[config.mk]
export PLATFORM = sky130hd
export DESIGN_NAME = sync_fifo
export DESIGN_NICKNAME = d
export VERILOG_FILES = /design/src/rtl/sync_fifo.sv
export SDC_FILE = /design/constraint.sdc
export NUM_CORES = 1
export LEC_CHECK = 0
export CAP_MARGIN = 0
export CORE_MARGIN = 3
export CORE_UTILIZATION = 61
export CTS_BUF_LIST = sky130_fd_sc_hd__clkbuf_4 sky130_fd_sc_hd__clkbuf_8
export CTS_CLUSTER_DIAMETER = 60
export DETAILED_ROUTE_END_ITERATION = 12
export PLACE_DENSITY = 0.81
export SKIP_LAST_GASP = 1
export SLEW_MARGIN = 10
export SYNTH_ARGS = -nofsm -noshare
export SYNTH_HDL_FRONTEND = slang
export SYNTH_SLANG_ARGS = --single-unit
[constraint.sdc]
create_clock -name clk -period 5.6 [get_ports clk]
set_input_delay 1.12 -clock clk [delete_from_list [all_inputs] [get_ports clk]]
set_output_delay 1.12 -clock clk [all_outputs]
set_load 0.1 [all_outputs]
[src/rtl/sync_fifo.sv]
`default_nettype none
// ============================================================================
// Module      : sync_fifo
// Description : Single-clock FIFO on a 2**AW-entry register array, with
//               registered read data, occupancy count, full/empty flags and
//               sticky overflow/underflow flags. Optional almost-full and
//               almost-empty flags are enabled by SYNC_FIFO_ALMOST_FLAGS_EN.
// Revision    : 1.0 - initial release
// ============================================================================
module sync_fifo #(
  parameter int W      = 8,
  parameter int AW     = 4,
  parameter int AF_LVL = 2**AW - 2,
  parameter int AE_LVL = 1
) (
  input  logic          clk,
  input  logic          rst,
  input  logic          wr_en,
  input  logic [W-1:0]  din,
  input  logic          rd_en,
  output logic [W-1:0]  dout,
  output logic          dout_vld,
  output logic          full,
  output logic          empty,
  output logic [AW:0]   count,
  output logic          ovf,
  output logic          udf,
  output logic          almost_full,
  output logic          almost_empty
);

  localparam int          c_DEPTH_INT = 2**AW;
  localparam logic [AW:0] c_DEPTH     = (AW+1)'(c_DEPTH_INT);
  localparam logic [AW:0] c_CNT_ONE   = (AW+1)'(1);
  localparam logic [AW-1:0] c_PTR_ONE = AW'(1);

  logic [W-1:0]  r_mem [0:c_DEPTH_INT-1];
  logic [AW-1:0] r_wptr;
  logic [AW-1:0] r_rptr;
  logic [AW:0]   r_count;
  logic          r_full;
  logic          r_empty;
  logic [W-1:0]  r_dout;
  logic          r_dout_vld;
  logic          r_ovf;
  logic          r_udf;

  logic          w_wr_ok;
  logic          w_rd_ok;
  logic [AW:0]   w_count_nxt;

  assign w_wr_ok = wr_en & ~r_full;
  assign w_rd_ok = rd_en & ~r_empty;

  always_comb begin
    w_count_nxt = r_count;
    case ({w_wr_ok, w_rd_ok})
      2'b10:   w_count_nxt = r_count + c_CNT_ONE;
      2'b01:   w_count_nxt = r_count - c_CNT_ONE;
      default: w_count_nxt = r_count;
    endcase
  end

  // Storage has no reset; a write coinciding with rst is discarded.
  always_ff @(posedge clk) begin
    if (!rst && w_wr_ok) begin
      r_mem[r_wptr] <= din;
    end
  end

  always_ff @(posedge clk) begin
    if (rst) begin
      r_wptr     <= '0;
      r_rptr     <= '0;
      r_count    <= '0;
      r_full     <= 1'b0;
      r_empty    <= 1'b1;
      r_dout     <= '0;
      r_dout_vld <= 1'b0;
      r_ovf      <= 1'b0;
      r_udf      <= 1'b0;
    end else begin
      if (w_wr_ok) begin
        r_wptr <= r_wptr + c_PTR_ONE;
      end
      if (w_rd_ok) begin
        r_dout <= r_mem[r_rptr];
        r_rptr <= r_rptr + c_PTR_ONE;
      end
      r_dout_vld <= w_rd_ok;
      // Flags come from the next count so they line up with count itself.
      r_count    <= w_count_nxt;
      r_full     <= (w_count_nxt == c_DEPTH);
      r_empty    <= (w_count_nxt == '0);
      if (wr_en && r_full) begin
        r_ovf <= 1'b1;
      end
      if (rd_en && r_empty) begin
        r_udf <= 1'b1;
      end
    end
  end

  assign dout     = r_dout;
  assign dout_vld = r_dout_vld;
  assign full     = r_full;
  assign empty    = r_empty;
  assign count    = r_count;
  assign ovf      = r_ovf;
  assign udf      = r_udf;

`ifdef SYNC_FIFO_ALMOST_FLAGS_EN
  localparam logic [AW:0] c_AF_LVL = (AW+1)'(AF_LVL);
  localparam logic [AW:0] c_AE_LVL = (AW+1)'(AE_LVL);

  logic r_almost_full;
  logic r_almost_empty;

  always_ff @(posedge clk) begin
    if (rst) begin
      r_almost_full  <= 1'b0;
      r_almost_empty <= 1'b1;
    end else begin
      r_almost_full  <= (w_count_nxt >= c_AF_LVL);
      r_almost_empty <= (w_count_nxt <= c_AE_LVL);
    end
  end

  assign almost_full  = r_almost_full;
  assign almost_empty = r_almost_empty;
`else
  // Thresholds have no function in this build.
  localparam int c_unused_lvls = AF_LVL + AE_LVL;

  assign almost_full  = 1'b0;
  assign almost_empty = 1'b0;
`endif

endmodule
`default_nettype wire

# Word level (Yosys, flattened, before mapping)
# Memories as Yosys holds them, arrays and structs flattened. A register that Yosys moved wholly into a read port is not among the register bits.
# Index checks and enable logic that the tools add are counted.
word_totals:
  ff_bits: 18
  mem_bits_rw: 128
  output_inout_bits: 20
  elab_cells: 28
  memories: 1
memory_table:
  columns: ["name", "depth", "word_bits", "read_ports", "rd_ports_with_merged_regs", "wr", "line_no", "source"]
  rows:
  - ["r_mem", 16, 8, 1, 1, 1, "37", "logic [W-1:0] r_mem [0:c_DEPTH_INT-1];"]
op_classes:
  n_addsub: 4
  eq_ne: 3
  n_mux: 3
  bitwise: 4
  n_reduce_logical: 5
op_table:
  columns: ["operator", "count"]
  rows:
  - ["$pmux 5 s2", 1]
  - ["$add 4x1->4 const B", 2]
  - ["$add 5x1->5 const B", 1]
  - ["$eq 5x5->1 const B", 1]
  - ["$logic_not 5->1", 1]
  - ["$sub 5x1->5 const B", 1]
  - ["$logic_and 1x1->1", 3]
  - ["$and 1x1->1", 2]
  - ["$eq 2x1->1 const B", 1]
  - ["$eq 2x2->1 const B", 1]
  - ["$mux 1", 2]
  - ["$not 1->1", 2]
  - ["$logic_not 1->1", 1]

# Logic depth before layout (Yosys ltp)
depth:
  word_depth: 5
  ltp_mapped: 11
  mapped_depth_nobuf: 10

# Worst setup path before layout
# Ideal clock, no wire load.
synth_path:
  path_kind: "input to register"
  start: "input port wr_en"
  end: "register r_empty, in the netlist empty"
  setup_time_ns: 0.127
  arrival_ns: 2.790
  setup_slack_ns: 2.683
  stages: 11
  cell_sequence: "nor2b_1 buf_2 inv_2 nand2_1 xnor2_1 ha_1 a21oi_1 a21boi_0 nor3_1 o31ai_1 o31ai_1"
synth_via:
  elab_chain_cells: 4
  word_cells_on_any_way: 5
  classes_between: "2 x eq/ne; 1 x mux; 1 x bitwise; 1 x reduce/logical"
synth_lines:
  columns: ["element", "line_no", "source"]
  rows:
  - ["start, declared", "18", "input logic wr_en,"]
  - ["$and 1x1->1 (*)", "52", "assign w_wr_ok = wr_en & ~r_full;"]
  - ["$eq 2x1->1 / $eq 2x2->1 (equally long branches)", "57", "case ({w_wr_ok, w_rd_ok})"]
  - ["$pmux 5 s2 (*)", "57", null]
  - ["$logic_not 5->1 (*)", "94", "r_empty <= (w_count_nxt == '0);"]
  - ["end signal, assigned", "94", null]
  - ["end, declared", "42", "logic r_empty;"]
# Mark *: on every way between the ends. The rest lies on a longest branch, timed or not.
# A chain may end at the register's enable or synchronous reset.

# Worst setup path after layout
layout_path:
  start: "input port wr_en"
  end: "memory r_mem[3][7], enable pin"
layout_via:
  elab_chain_cells: 4
layout_lines:
  columns: ["element", "line_no", "source"]
  rows:
  - ["$and 1x1->1", "52", null]
  - ["$logic_and 1x1->1", "66", "if (!rst && w_wr_ok) begin"]
  - ["$mux 1", "66", null]
  - ["$mux 1 (implied by the code)", "67", "r_mem[r_wptr] <= din;"]
  - ["end, declared", "37", null]
# No other way between the ends.

==> results by group <==
Run status
  • Run status: complete, no violations

Logic synthesis
  • Synthesized flop and latch total: 154
  • Most frequent cell after synthesis: edfxtp_1
  • Largest area contributor in the netlist: edfxtp_1
  • Synth warnings: 0
  • Synth Flop Type: edfxtp_1
  • Area contributors post-synth: edfxtp_1, dfxtp_1, mux4_1, mux4_2, nor2_1
  • Synth async-reset ratio: 0%
  • Synthesized cell area: between 6000 and 7000 µm²
  • Post-synthesis cell count: ~360
  • Netlist cell types: 40
  • Post-synth EDFFs: 128
  • Top cell type's share of synthesized area: 62.3%
  • Register area share after synthesis: 70.8%
  • Commonest cells in the netlist: edfxtp_1, nor2_1, dfxtp_1, a21oi_1, mux4_1
  • Synth Area per Inst: around 17 µm²

Global route
  • Remaining Overflow, GRT: 0
  • Initial antenna violation count: 0
  • Largest net degree at the start of global routing: 36
  • First-pass GRT wire length: 18700 µm
  • Number of global-route vias before repair: 3233
  • GRT Total Usage: between 20% and 30%

Floorplanning
  • Initial core utilization: 62.8%
  • Die span in x: 107 µm
  • Die span in y: 107 µm
  • Die footprint: 11400 µm²
  • Floorplan row count: 36
  • Core area: 9820 µm²
  • IO Count: 32

Timing
  • Relative slew slack: 19.1%
  • Slew Viols, Final: 0
  • Final Hold Violating Endpoints: 0
  • RSZ-0062 raised after global routing: no
  • Period Utilization, post-route: 65.1%
  • Fmax: 274 MHz
  • Worst Max-Slew Pin Slew: 1200 ps
  • Final setup fails: 0
  • Clock skew: 12.6 ps
  • Tmin final: 3640 ps
  • Setup TNS: 0 ps

Worst hold path
  • Hold Path Sink: udf
  • Hold Path Depth: 2
  • Hold_sp: udf
  • Hold WC Path Type: reg2reg

Drt
  • Remaining DRCs: 0
  • Routed vias/inst: just over 6
  • Drt pass-1 iters: 5
  • Routed Antenna Nets: 0
  • DR iter-0 viols: between 300 and 400
  • DR WL/cell: 22.0 µm
  • Routed wire length: 11700 µm
  • Vias: roughly 3300

Critical path
  • Worst r2r src: full
  • Worst reg-to-reg setup slack: 2820 ps
  • Crit path DAT: 3700 ps
  • Setup CP Type: in2reg
  • CP Capture Type: register
  • FF-to-FF path depth: 5
  • Reg-to-Reg End: r_mem[3][7]
  • CP startpoint kind: primary input
  • CP required: 5660 ps
  • Crit path max fanout: 8

CTS
  • CTS clk-pin slew, worst paths: 90 ps
  • Cts bufs inserted: 17
  • Clock latency on the worst-skew pair: around 440 ps
  • CTS Sinks: 154
  • CTS tree: yes
  • CTS hold repair buffers: 0
  • # H-tree levels: 4
  • Post_cts resized: 0
  • CTS max path bufs: 2
  • Root Driver: clkbuf_8
  • Post-CTS setup buffer count: 0

Place
  • Dpl hpwl: 7480 µm
  • Cells after DPL: 501
  • Gp weighted congestion: around 0.84
  • IO Port Bufs: 29

Job
  • Max_cap viols: 0

Layout
  • Nets: approximately 410
  • N_diodes: 0
  • Post-route insts no fill: 533
  • Share of cells above drive strength 1: 13.0%
  • Area Overhead vs Synth: 11.8%

Power
  • LEAKAGE: 0.00223 µW
  • Worst vdd ir: 0.180 mV
  • Design Power: 2500 µW
  • Power density over cell area: about 360 nW/µm²
==> where the power goes <==
part	leakage (µW)	switching (µW)	internal, µW
Sequential	0.00137	24.5	1270
Clock	0.000191	457	332
Combinational	0.000671	275	141
==> worst max path at each step <==
stage                     start     endpoint  slack (ps)  cells after the start
final                     wr_en  r_mem[3][7]        1960                      6
after global routing      wr_en  r_mem[0][2]        1710                      6
after CTS                 wr_en  r_mem[0][7]        2000                      6
after detailed placement  wr_en  r_mem[2][1]        1520                      6
after global placement    wr_en  r_mem[3][0]        1690                      6
after floorplan           wr_en        empty        2680                     11
==> cell families (layout without fill, tap and decap cells) <==
group	after synthesis	in the layout	synth area share, %
DFF	154	154	70.8
and+or+nand+nor	75	75	5.66
AOI/OAI and AO/OA	49	49	4.97
muxes	33	33	12.9
buffers and inverters	28	69	2.66
xor gates and xnor gates	11	11	1.56
adders and majority gates	7	7	1.42
other	1	2	0.0608
==> through the flow <==
| step | setup WS [ps] | util, % | hold slack [ps] | area (µm²) |
|---|---|---|---|---|
| CTS | 2000 | 70.2 | 501 | 6890 |
| detailed placement | 1520 | 66.2 | 478 | 6500 |
| floorplan | 2680 | - | 482 | 6170 |
| global route | 1710 | 70.2 | 529 | 6890 |
| global placement | 1690 | 66.2 | 453 | 6500 |
| finish | 1960 | 70.2 | 491 | 6890 |
==> routing by layer <==
layer	up-vias	global-route usage, %	wire, µm
met5	-	0	0
met3	17	6.31	906
li1	1463	-	-
met2	145	33.3	5530
met1	1632	33.9	5020
met4	0	7.76	247
==> placed cells by master (no fill, tap or decap), drive strengths merged, types with 2 or more instances in the layout <==
master | synthesis | routed
edfxtp | 128 | 128
nor2 | 36 | 36
mux4 | 32 | 32
clkdlybuf4s50 | 0 | 29
dfxtp | 26 | 26
a21oi | 24 | 24
clkbuf | 7 | 17
a22oi | 16 | 16
nand2 | 13 | 13
inv | 5 | 11
nor3 | 8 | 8
clkinv | 1 | 8
nor2b | 7 | 7
ha | 7 | 7
xnor2 | 6 | 6
xor2 | 5 | 5
and2 | 3 | 3
nand2b | 3 | 3
o22ai | 2 | 2
nand4 | 2 | 2
o31ai | 2 | 2
conb | 1 | 2
clkinvlp | 0 | 2
buf | 15 | 2
==> flip-flops by register name, summed over array words and instances, names as in the netlist <==
signal	count
r_mem	128
dout	8
count	5
r_rptr	4
r_wptr	4
dout_vld	1
empty	1
full	1
ovf	1
udf	1
==> cell type report <==
class                           count  area, µm²
Multi-Input combinational cell    177       1640
Fill cell                         661       2930
Clock buffer                       17        234
Timing Repair Buffer               31        305
Inverter                            6       22.5
Tap cell                          133        166
Clock inverter                     15        159
Sequential cell                   154       4370
==> critical path: stages <==
cell	delay (ps)
clkdlybuf4s50_1	480
nor2b_1	510
inv_2	140
nor2_1	320
nand2_1	190
nor3_1	940
(Power assumes the default switching activity.)
